$ cat config.mk
export PLATFORM = sky130hd
export DESIGN_NAME = adjust_ctrl
export DESIGN_NICKNAME = d
export VERILOG_FILES = /design/src/rtl/adjust_ctrl.sv
export SDC_FILE = /design/constraint.sdc
export NUM_CORES = 1
export LEC_CHECK = 0
export ABC_AREA = 1
export CORE_MARGIN = 3
export CORE_UTILIZATION = 32
export CTS_CLUSTER_DIAMETER = 40
export DETAILED_ROUTE_END_ITERATION = 10
export DONT_BUFFER_PORTS = 1
export HOLD_SLACK_MARGIN = 0.02
export PLACE_DENSITY = 0.57
export SYNTH_ARGS = -nofsm -noshare
export SYNTH_HDL_FRONTEND = slang
export SYNTH_SLANG_ARGS = --single-unit
$ cat constraint.sdc
create_clock -name clk -period 1.2 [get_ports clk]
set_input_delay 0.18 -clock clk [delete_from_list [all_inputs] [get_ports clk]]
set_output_delay 0.18 -clock clk [all_outputs]
set_load 0.05 [all_outputs]
$ cat src/rtl/adjust_ctrl.sv
// adjust_ctrl: adjust-mode FSM for a clock (field select, increments, blink, run gate).
// Define ADJ_TIMEOUT_EN to abandon adjust mode after TIMEOUT_SEC idle seconds.
module adjust_ctrl #(
    parameter int TIMEOUT_SEC = 30
) (
    input  logic clk,
    input  logic n_rst,
    input  logic en1hz,
    input  logic sig2hz,
    input  logic mode,
    input  logic select,
    input  logic adjust,
    output logic sec_inc,
    output logic min_inc,
    output logic hour_inc,
    output logic sec_on,
    output logic min_on,
    output logic hour_on,
    output logic run
);
    localparam logic [1:0] NORMAL = 2'd0;
    localparam logic [1:0] SEC    = 2'd1;
    localparam logic [1:0] HOUR   = 2'd2;
    localparam logic [1:0] MIN    = 2'd3;
    localparam logic [7:0] TMO    = 8'(TIMEOUT_SEC);

    logic [1:0] state, nxt, sel_nxt;
    logic       btn, tmo_hit, adj_ok;

    assign btn    = mode | select | adjust;
    assign adj_ok = adjust & ~mode & ~select;

    always_comb sel_nxt = state == SEC ? HOUR : state == HOUR ? MIN : state == MIN ? SEC : NORMAL;

`ifdef ADJ_TIMEOUT_EN
    logic [7:0] tcnt;
    // A coinciding button clears the count, so it also cancels the hit.
    assign tmo_hit = ~btn & en1hz & (state != NORMAL) & (tcnt == TMO - 8'd1);
    always_ff @(posedge clk or negedge n_rst) begin
        if (!n_rst)
            tcnt <= 8'd0;
        else if (btn || nxt != state)
            tcnt <= 8'd0;
        else if (en1hz && state != NORMAL && tcnt != 8'hff)
            tcnt <= tcnt + 8'd1;
    end
`else
    logic unused_tmo;
    assign unused_tmo = ^{TMO, en1hz};
    assign tmo_hit    = 1'b0;
`endif

    always_comb nxt = mode ? (state == NORMAL ? SEC : NORMAL) :
                      select ? sel_nxt :
                      adjust ? state :
                      tmo_hit ? NORMAL : state;

    // Outputs are derived from nxt so they line up with the registered state.
    always_ff @(posedge clk or negedge n_rst) begin
        if (!n_rst) begin
            state    <= NORMAL;
            sec_inc  <= 1'b0;
            min_inc  <= 1'b0;
            hour_inc <= 1'b0;
            sec_on   <= 1'b1;
            min_on   <= 1'b1;
            hour_on  <= 1'b1;
            run      <= 1'b1;
        end else begin
            state    <= nxt;
            sec_inc  <= adj_ok && state == SEC;
            min_inc  <= adj_ok && state == MIN;
            hour_inc <= adj_ok && state == HOUR;
            sec_on   <= nxt != SEC || sig2hz;
            min_on   <= nxt != MIN || sig2hz;
            hour_on  <= nxt != HOUR || sig2hz;
            run      <= nxt != SEC;
        end
    end
endmodule

==> results.yml, run 1 <==
placement:
  dp_slack_ns: 0.0164
  io_buffers: 0
  dpl.cell_count: 62
  place_congestion: 0.754
  hpwl_um: 601
status:
  outcome: "completed"
critical_path:
  startpoint_type: "flop"
  crit_start: "state[1]"
  max_stage_delay_ns: 0.38
  end_kind: "flop"
  arrival_ns: 1.35
  rr_startpoint: "state[1]"
  crit_family: "flip-flops"
  critPathKind: "flop to flop"
  required_ns: 1.38
  path_buf_inv: 3
  path_cells: "inv_1 > ha_4 > inv_2 > nand2_2 > nand3_2 > buf_4 > nand4_1"
  path_max_fanout: 3
  crit_path_top_delay_cell: "dfrtp_1"
cells_and_area:
  finish.utilization: 0.466
  drive_gt1_frac: 0.473
  antenna_cells: 0
  area_growth_pct: 27.0
  fin_cells: 69
  multi_input_area_um2: 179
  layout_common_cells: "inv_1 (8), buf_4 (6), dfrtp_1 (5)"
  fill_cells: 116
  fin_nets: 68
  final_common_cell: "inv_1"
  final-seq-area_um2: 230
floorplanning:
  fp.dieW_um: 42.9
  fp.dieArea_um2: 1840
  core_um2: 1190
  dieHeight_um: 42.9
  boundaryPins: 14
  initial_core_util: 0.367
  row_count: 12
power:
  p_int_w: 0.000544
  finalPower_w: 0.000795
  p_per_area_nw_per_um2: 1440
  p_sw_w: 0.000251
  p_comb_frac: 0.208
  switching_share: 0.316
  pwr-share-seq: 0.502
  p_leak_nw: 0.283
  power_frac_clock: 0.289
  vdd.ir_drop.worst_uv: 401
global_routing:
  grt_max_degree: 10
  track_usage: 0.0975
  grt-ovfl-total: 0
  grt_first_pass_wirelength_mm: 1.29
  grt_pass1_vias: 295
  antenna_found_initial: 0
yosys:
  synth_top_area_frac: 0.287
  yosysUniqueCellTypes: 14
  synth_fp_nets: 56
  syn_avg_cell_area_um2: 9.90
  ys_ff_latch: 9
  ys_seq_area_frac: 0.529
  synth_area_leaders: "dfrtp_1 (29%), dfstp_2 (24%), ha_1 (14%)"
  netlist_instances: 44
  yosysWarningCount: 0
  syn_area_um2: 435
  synth_top_area_cell: "dfrtp_1"
route:
  drc: 0
  first_pass_iters: 4
  wl_per_cell_um: 12.1
  drtAntennaViolNets: 0
  drt-vias-per-instance: 4.42
  routed_wirelength_um: 833
  drt-initial-drc-count: 3
  vias: 305
sta:
  slew_headroom: 0.701
  worst_slew_pin_slew_ns: 0.449
  setup_slack_ns: 0.0275
  hold_viol: 0
  finalSetupViolations: 0
  slew_viol_final: 0
  period_needed_ns: 1.17
  skew_ns: 0.00324
  min_period_over_period: 0.977
  fmax_mhz: 853
  setup_tns_ns: 0
clock_network:
  cts_inserted_buffers: 3
  clk_pin_slew_ns: 0.06
  clockRootBuffer: "clkbuf_4"
  cts.sink_count: 9
  clock_latency_ns: 0.26
  tritoncts: "yes"
  htreeDepth: 1
  cts_buffer_depth: 2
worst_hold_path:
  worstHoldPathType: "primary input to flop"
  worstHoldStart: "sig2hz"
job:
  max-cap-violations: 0
==> worst register-to-register path, stage by stage, from the launching register on <==
cell and delay, ns:
dfrtp_1 0.38, inv_1 0.13, ha_4 0.22, inv_2 0.05, nand2_2 0.05, nand3_2 0.08, buf_4 0.12, nand4_1 0.07
==> power by group through the flow <==
stage / clock network, W / logic [W] / registers, W
3_3_place_gp: 0 / 0.000119 / 0.000403
6_report: 0.000230 / 0.000166 / 0.000399
4_1_cts: 0.000242 / 0.000129 / 0.000399
5_1_grt: 0.000251 / 0.000184 / 0.000402
3_5_place_dp: 0 / 0.000120 / 0.000405
2_1_floorplan: 0 / 0.0000746 / 0.000405
==> path summary, 6_finish.rpt <==
| check | to | slack [ns] | cells past startpoint |
|---|---|---|---|
| min reg2reg | sec_on | 0.76 | 4 |
| min in group asynchronous | state[1] | 0.28 | 1 |
| max reg2reg | sec_on | 0.03 | 7 |
| min | hour_on | 0.03 | 2 |
| max in group asynchronous | run | 0.60 | 1 |
| max | sec_on | 0.03 | 7 |
==> layer usage <==
| metal | track usage | vias to the layer above | share of wire | wire length [um] |
|---|---|---|---|---|
| met2 | 0.126 | 11 | 0.48 | 399 |
| met1 | 0.131 | 141 | 0.46 | 380 |
| met4 | 0.0932 | 0 | 0.017 | 14 |
| li1 | - | 151 | - | - |
| met5 | 0 | - | 0 | 0 |
| met3 | 0.0169 | 2 | 0.047 | 39 |
==> timing repair <==
item / 4_1_cts / 5_1_grt
resized for setup: 0 / 6
endpoints found under the hold margin: 9 / 0
hold buffers: 1 / 0
setup buffers: 0 / 2
endpoints found under the setup margin: 0 / 3
==> kinds of logic (layout without fill, tap and decap cells) <==
group | count (synthesis) | in the layout | share of synthesized area
and+or+nand+nor | 17 | 17 | 0.213
buffers and inverters | 12 | 23 | 0.103
DFF | 9 | 9 | 0.529
adders and majority gates | 5 | 5 | 0.144
AOI/OAI and AO/OA | 1 | 1 | 0.0115
==> through the flow <==
stage | hold WS, ns | cell area [um^2]
after floorplan | -0.116 | 435
after global placement | -0.115 | 483
after detailed placement | -0.115 | 483
after CTS | 0.0236 | 519
after global routing | 0.0291 | 553
final | 0.0254 | 553
==> area by class of cell <==
class                           count  area share
Sequential cell                     9       0.416
Timing Repair Buffer                7      0.0995
Clock buffer                        4      0.0475
Tap cell                           14      0.0317
Multi-Input combinational cell     23       0.324
Inverter                           12      0.0814
==> cell usage after synthesis <==
cell type	n
nand2_1	5
nor2_2	1
nand3_1	1
inv_2	2
ha_1	5
o21ai_0	1
inv_1	10
nand2_2	2
nand4_1	1
nor2_1	4
dfrtp_1	5
and2_4	1
dfstp_2	4
nand3_2	2
==> registers in the layout, summed over array words and instances, names as in the netlist <==
register,cells
hour_inc,1
hour_on,1
min_inc,1
min_on,1
run,1
sec_inc,1
sec_on,1
state,2
No activity file was read; power rests on OpenSTA's default activity.
==> inputs of run 2 (changes only) <==
--- a/config.mk
+++ b/config.mk
@@ -16,3 +16,4 @@
 export SYNTH_ARGS = -nofsm -noshare
 export SYNTH_HDL_FRONTEND = slang
 export SYNTH_SLANG_ARGS = --single-unit
+export TNS_END_PERCENT = 20
==> results of run 2 <==
No change in the layout: final DEF, timing and power equal those of run 1.
==> inputs of run 3 (changes only) <==
--- a/config.mk
+++ b/config.mk
@@ -13,6 +13,7 @@
 export DONT_BUFFER_PORTS = 1
 export HOLD_SLACK_MARGIN = 0.02
 export PLACE_DENSITY = 0.57
+export SKIP_LAST_GASP = 1
 export SYNTH_ARGS = -nofsm -noshare
 export SYNTH_HDL_FRONTEND = slang
 export SYNTH_SLANG_ARGS = --single-unit
==> results of run 3 <==
No change in the layout: final DEF, timing and power equal those of run 1.
